## src/rtl/ldl_pkt_mux_if.sv

```systemverilog
// ldl_pkt_mux bundle: per-source beats, arbiter grant and output stream.
// master is the mux side, slave is the surrounding fabric.
interface ldl_pkt_mux_if #(
   parameter int BIN_WIDTH  = 3,
   parameter int REQ_WIDTH  = 1 << BIN_WIDTH,
   parameter int DATA_WIDTH = 32
);
   logic [REQ_WIDTH-1:0]                 s_valid;
   logic [REQ_WIDTH-1:0][DATA_WIDTH-1:0] s_data;
   logic [REQ_WIDTH-1:0]                 s_last;
   logic [REQ_WIDTH-1:0]                 s_ready;
   logic [REQ_WIDTH-1:0]                 arb_req;
   logic [BIN_WIDTH-1:0]                 arb_bin;
   logic                                 arb_valid;
   logic                                 arb_ready;
   logic                                 m_valid;
   logic [DATA_WIDTH-1:0]                m_data;
   logic                                 m_last;
   logic [BIN_WIDTH-1:0]                 m_bin;
   logic                                 m_ready;

   modport master (
      input  s_valid, s_data, s_last,
      input  arb_bin, arb_valid, m_ready,
      output s_ready, arb_req, arb_ready,
      output m_valid, m_data, m_last, m_bin
   );

   modport slave (
      output s_valid, s_data, s_last,
      output arb_bin, arb_valid, m_ready,
      input  s_ready, arb_req, arb_ready,
      input  m_valid, m_data, m_last, m_bin
   );
endinterface

```

## src/rtl/ldl_pkt_mux.sv

```systemverilog
// Packet-locked stream mux behind a round-robin arbiter.
// One grant per packet; one registered output slot.
module ldl_pkt_mux #(
   parameter int BIN_WIDTH  = 3,
   parameter int REQ_WIDTH  = 1 << BIN_WIDTH,
   parameter int DATA_WIDTH = 32
) (
   input  logic          clk,
   input  logic          rst_n,
   ldl_pkt_mux_if.master bus
);
   typedef enum logic {
      IDLE = 1'b0,
      XFER = 1'b1
   } state_t;

   state_t                state;
   state_t                state_nxt;
   logic [BIN_WIDTH-1:0]  sel;
   logic                  m_valid_q;
   logic [DATA_WIDTH-1:0] m_data_q;
   logic                  m_last_q;
   logic [BIN_WIDTH-1:0]  m_bin_q;
   logic                  slot_free;
   logic                  accept;

   assign slot_free = !m_valid_q || bus.m_ready;
   assign accept    = (state == XFER) && bus.s_valid[sel] && slot_free;

   always_ff @(posedge clk or negedge rst_n) begin
      if (!rst_n) begin
         state <= IDLE;
      end else begin
         state <= state_nxt;
      end
   end

   always_comb begin
      state_nxt = state;
      unique case (state)
         IDLE: if (bus.arb_valid) state_nxt = XFER;
         XFER: if (accept && bus.s_last[sel]) state_nxt = IDLE;
      endcase
   end

   // Handshake outputs are forced low while reset is held.
   always_comb begin
      bus.arb_req   = '0;
      bus.arb_ready = 1'b0;
      bus.s_ready   = '0;
      if (rst_n) begin
         unique case (state)
            IDLE: begin
               bus.arb_req   = bus.s_valid;
               bus.arb_ready = 1'b1;
            end
            XFER: bus.s_ready[sel] = slot_free;
         endcase
      end
   end

   always_ff @(posedge clk or negedge rst_n) begin
      if (!rst_n) begin
         sel       <= '0;
         m_valid_q <= 1'b0;
         m_data_q  <= '0;
         m_last_q  <= 1'b0;
         m_bin_q   <= '0;
      end else begin
         if (state == IDLE && bus.arb_valid) begin
            sel <= bus.arb_bin;
         end
         if (accept) begin
            m_valid_q <= 1'b1;
            m_data_q  <= bus.s_data[sel];
            m_last_q  <= bus.s_last[sel];
            m_bin_q   <= sel;
         end else if (bus.m_ready) begin
            m_valid_q <= 1'b0;
         end
      end
   end

   assign bus.m_valid = m_valid_q;
   assign bus.m_data  = m_data_q;
   assign bus.m_last  = m_last_q;
   assign bus.m_bin   = m_bin_q;
endmodule

```

## src/flat_wrapper.sv

```systemverilog
// flat-port wrapper written by rule: the top's interface ports become plain ports
module ldl_pkt_mux_flat 
#(
   parameter int BIN_WIDTH  = 3,
   parameter int REQ_WIDTH  = 1 << BIN_WIDTH,
   parameter int DATA_WIDTH = 32
)
  (clk, rst_n, bus_s_valid, bus_s_data, bus_s_last, bus_arb_bin, bus_arb_valid, bus_m_ready, bus_s_ready, bus_arb_req, bus_arb_ready, bus_m_valid, bus_m_data, bus_m_last, bus_m_bin);
  ldl_pkt_mux_if #(.BIN_WIDTH(BIN_WIDTH), .REQ_WIDTH(REQ_WIDTH), .DATA_WIDTH(DATA_WIDTH)) bus_i ();
  input  logic clk;
  input  logic rst_n;
  input wire logic [$bits(bus_i.s_valid)-1:0] bus_s_valid;
  input wire logic [$bits(bus_i.s_data)-1:0] bus_s_data;
  input wire logic [$bits(bus_i.s_last)-1:0] bus_s_last;
  input wire logic [$bits(bus_i.arb_bin)-1:0] bus_arb_bin;
  input wire logic [$bits(bus_i.arb_valid)-1:0] bus_arb_valid;
  input wire logic [$bits(bus_i.m_ready)-1:0] bus_m_ready;
  output wire logic [$bits(bus_i.s_ready)-1:0] bus_s_ready;
  output wire logic [$bits(bus_i.arb_req)-1:0] bus_arb_req;
  output wire logic [$bits(bus_i.arb_ready)-1:0] bus_arb_ready;
  output wire logic [$bits(bus_i.m_valid)-1:0] bus_m_valid;
  output wire logic [$bits(bus_i.m_data)-1:0] bus_m_data;
  output wire logic [$bits(bus_i.m_last)-1:0] bus_m_last;
  output wire logic [$bits(bus_i.m_bin)-1:0] bus_m_bin;
  assign bus_i.s_valid = bus_s_valid;
  assign bus_i.s_data = bus_s_data;
  assign bus_i.s_last = bus_s_last;
  assign bus_i.arb_bin = bus_arb_bin;
  assign bus_i.arb_valid = bus_arb_valid;
  assign bus_i.m_ready = bus_m_ready;
  assign bus_s_ready = bus_i.s_ready;
  assign bus_arb_req = bus_i.arb_req;
  assign bus_arb_ready = bus_i.arb_ready;
  assign bus_m_valid = bus_i.m_valid;
  assign bus_m_data = bus_i.m_data;
  assign bus_m_last = bus_i.m_last;
  assign bus_m_bin = bus_i.m_bin;
  ldl_pkt_mux #(.BIN_WIDTH(BIN_WIDTH), .REQ_WIDTH(REQ_WIDTH), .DATA_WIDTH(DATA_WIDTH)) u_core (.clk(clk), .rst_n(rst_n), .bus(bus_i));
endmodule
```

## config.mk

```make
export PLATFORM = sky130hd
export DESIGN_NAME = ldl_pkt_mux_flat
export DESIGN_NICKNAME = d
export VERILOG_FILES = /design/src/rtl/ldl_pkt_mux_if.sv /design/src/rtl/ldl_pkt_mux.sv /design/src/flat_wrapper.sv
export SDC_FILE = /design/constraint.sdc
export NUM_CORES = 1
export LEC_CHECK = 0
export CAP_MARGIN = 40
export CORE_AREA = 3 3 128 130
export CTS_CLUSTER_DIAMETER = 50
export DETAILED_ROUTE_END_ITERATION = 8
export DIE_AREA = 0 0 131 133
export GPL_ROUTABILITY_DRIVEN = 0
export PLACE_DENSITY = 0.67
export SYNTH_ARGS = -nofsm -noshare
export SYNTH_HDL_FRONTEND = slang
export SYNTH_SLANG_ARGS = --single-unit
```

## constraint.sdc

```tcl
create_clock -name clk -period 1.9 [get_ports clk]
set_input_delay 0.38 -clock clk [delete_from_list [all_inputs] [get_ports clk]]
set_output_delay 0.38 -clock clk [all_outputs]
set_load 0.05 [all_outputs]
```

==> results by group <==
Yosys
  – Syn nets: 518
  – Register area share after synthesis: 27.8%
  – Top FF cell, synth: dfrtp_1
  – Number of synthesized flops with an enable pin: 0
  – Synth Register Bits: 41
  – Async SR Flop Fraction: 100%
  – Instance count of the mapped netlist: 239
  – Mapped Area: 0.00369 sq mm
  – Synth unique cells: 22
  – Synth warn: 0
  – Mapped Avg Cell Area: 15.4 sq um

Setup path
  – Worst Setup SP: u_core.sel[0]
  – FF-to-FF Start: u_core.sel[0]
  – Crit-path max FO: 21
  – Crit path DAT: 2250 ps
  – CP Capture Type: register
  – R2R depth: 5
  – Critical path endpoint: u_core.bus.m_data[18]
  – Reg-to-Reg End: u_core.bus.m_data[18]
  – R2r setup slk: -190 ps
  – Worst path required time: 2060 ps
  – Kind of critical path: register to register
  – Crit start category: register

Run status
  – Status: complete, but fails checks
  – Failing checks: negative setup slack

Pwr
  – Overall power: 0.0119 W
  – Worst VDD drop: 0.000751 V
  – Leakage power: 3.14 nW
  – P per Cell Area: 1480 mW/mm^2

STA
  – # setup viols final: 43
  – RSZ-0062 raised after global routing: yes
  – Setup ws final: -186 ps
  – Final Max Tran Viols: 0
  – Rel. slew slack: 65.8%
  – Final min period: 2090 ps
  – Max Fclk: 479 MHz
  – WHS: 131 ps
  – Tcrit/Tclk final: 110%
  – Least-Margin Pin Slew: 511 ps
  – Fin. Hold Viols: 0
  – Final Skew: 4.47 ps

Cells and area
  – Share of layout cells above drive strength 1: 41.3%
  – Final instance area: 0.00803 sq mm
  – N_diodes: 0
  – Final nets: 862
  – Layout area overhead: 118%
  – Most frequent cells in the layout: 278 x clkdlybuf4s50_1, 67 x mux4_2, 48 x buf_4
  – Filler cell count in the final layout: 1,309
  – Commonest non-fill, non-tap cell in the layout: clkdlybuf4s50_1

CTS
  – CTS Buf Count: 5
  – CTS tree: built
  – CTS H-Tree Depth: 2
  – Max Root-Sink Buffers: 2
  – Clock sink count: 41
  – Clock transition at path regs: 60 ps
  – Clock root cell: clkbuf_16
  – Worst-Skew Late Latency: 280 ps

Die
  – Initial Util: 24.2%
  – Core Area: 0.0153 sq mm
  – Ports: 333
  – Die Ht: 133 microns
  – Die width: 131 microns
  – Die area: 0.0174 sq mm
  – Row Count: 45

Run
  – Max Cap Violations: 0

Route
  – Detailed Route Iter0 Violations: 79
  – Number of remaining DRC errors: 0
  – Via density: 4.67
  – Antenna-violating nets left: 0
  – Drt total wl: 16.3 mm
  – DRT Pass-1 Iters: 4
  – WL/cell: 20.5 microns
  – Via Count: 3,709

Placed design
  – Placed cell areas: 0.00748 sq mm
  – Final HPWL DP: 12.9 mm
  – I/O Buffers: 332

Global routing
  – Gr usage total: 17.4%
  – Global-route wire length before repair: 23.5 mm
  – Total grt overflow: 0
  – Number of global-route vias before repair: 4,337
  – Largest net degree at the start of global routing: 40
  – Initial antenna violation count: 0

Worst hold path
  – Hold Path Class: input pin to asynchronous set/reset pin
## layout make-up
class                           count  area [sq um]  area share [%]
Inverter                            1          3.75          0.0468
Clock inverter                      3          17.5           0.218
Multi-Input combinational cell    172          2740            34.1
Tap cell                          211           264            3.29
Timing Repair Buffer              362          3850            47.9
Sequential cell                    41          1030            12.9
Clock buffer                        5           125            1.56
## report_power, final
part / leakage (nW) / internal [W] / switching, W / total, W
Clock: 0.0696 / 0.000482 / 0.000346 / 0.000827
Sequential: 0.477 / 0.00137 / 0.000367 / 0.00174
Combinational: 2.59 / 0.00508 / 0.00426 / 0.00935
## synth_stat cells (2+ instances only)
cell type,number,area [sq um]
mux4_2,67,1510
nor2_1,7,26.3
mux2i_1,4,40.0
dfrtp_1,41,1030
nor2b_1,2,12.5
mux2_2,55,619
buf_6,3,33.8
and2_1,8,50.1
nor3_1,2,10.0
buf_2,7,35.0
mux2_1,17,191
nand2b_1,3,18.8
nand2_1,2,7.51
clkbuf_1,13,48.8
## cells by family (layout without fill, tap and decap cells)
kind of cell | after synthesis | after routing | synth area share [%]
multiplexers | 143 | 143 | 64.0
flip-flops | 41 | 41 | 27.8
AND/OR/NAND/NOR | 27 | 27 | 4.34
buffers and inverters | 26 | 371 | 3.60
AO/OA/AOI/OAI | 2 | 2 | 0.271
## worst max-delay path, cell delays in order, from the launching register on
cell     delay [ps]
dfrtp_4         550
mux2i_1         150
mux4_2          560
nor2_8          150
buf_12          210
mux2_1          340
## registers in the layout, indices dropped and copies added, names as in the netlist
| name | count |
|---|---|
| u_core.bus.m_bin | 3 |
| u_core.bus.m_data | 32 |
| u_core.bus.m_last | 1 |
| u_core.bus.m_valid | 1 |
| u_core.sel | 3 |
| u_core.state | 1 |
## metrics by stage
step / std cells / TNS [ps] / utilization, % / setup WS (ps)
finish: 795 / -5940 / 52.6 / -186
global route: 795 / -8310 / 52.6 / -239
CTS: 794 / -6430 / 52.3 / -198
detailed placement: 772 / -15680 / 49.0 / -440
global placement: 772 / -13730 / 49.0 / -376
floorplan: 239 / -2350 / - / -198
## routing by layer
metal,vias up,track usage (%),routed length (microns)
li1,1674,-,-
met1,1829,18.4,5730
met2,190,34.0,9010
met3,16,4.32,1370
met4,0,3.54,204
met5,-,0,0
## repair_timing
action,in CTS,in global routing
pin swaps,3,2
cloned,4,3
endpoints found under the setup margin,45,45
buffers inserted,10,1
gates resized for setup,37,15
hold buffers,0,0
## worst min-delay path by stage
stage / startpoint / endpoint
global placement: rst_n / u_core.bus.m_bin[0]
detailed placement: rst_n / u_core.bus.m_bin[0]
global route: rst_n / u_core.bus.m_bin[1]
CTS: rst_n / u_core.bus.m_bin[1]
floorplan: rst_n / u_core.bus.m_bin[0]
finish: rst_n / u_core.bus.m_bin[1]
No activity file was read; power rests on OpenSTA's default activity.
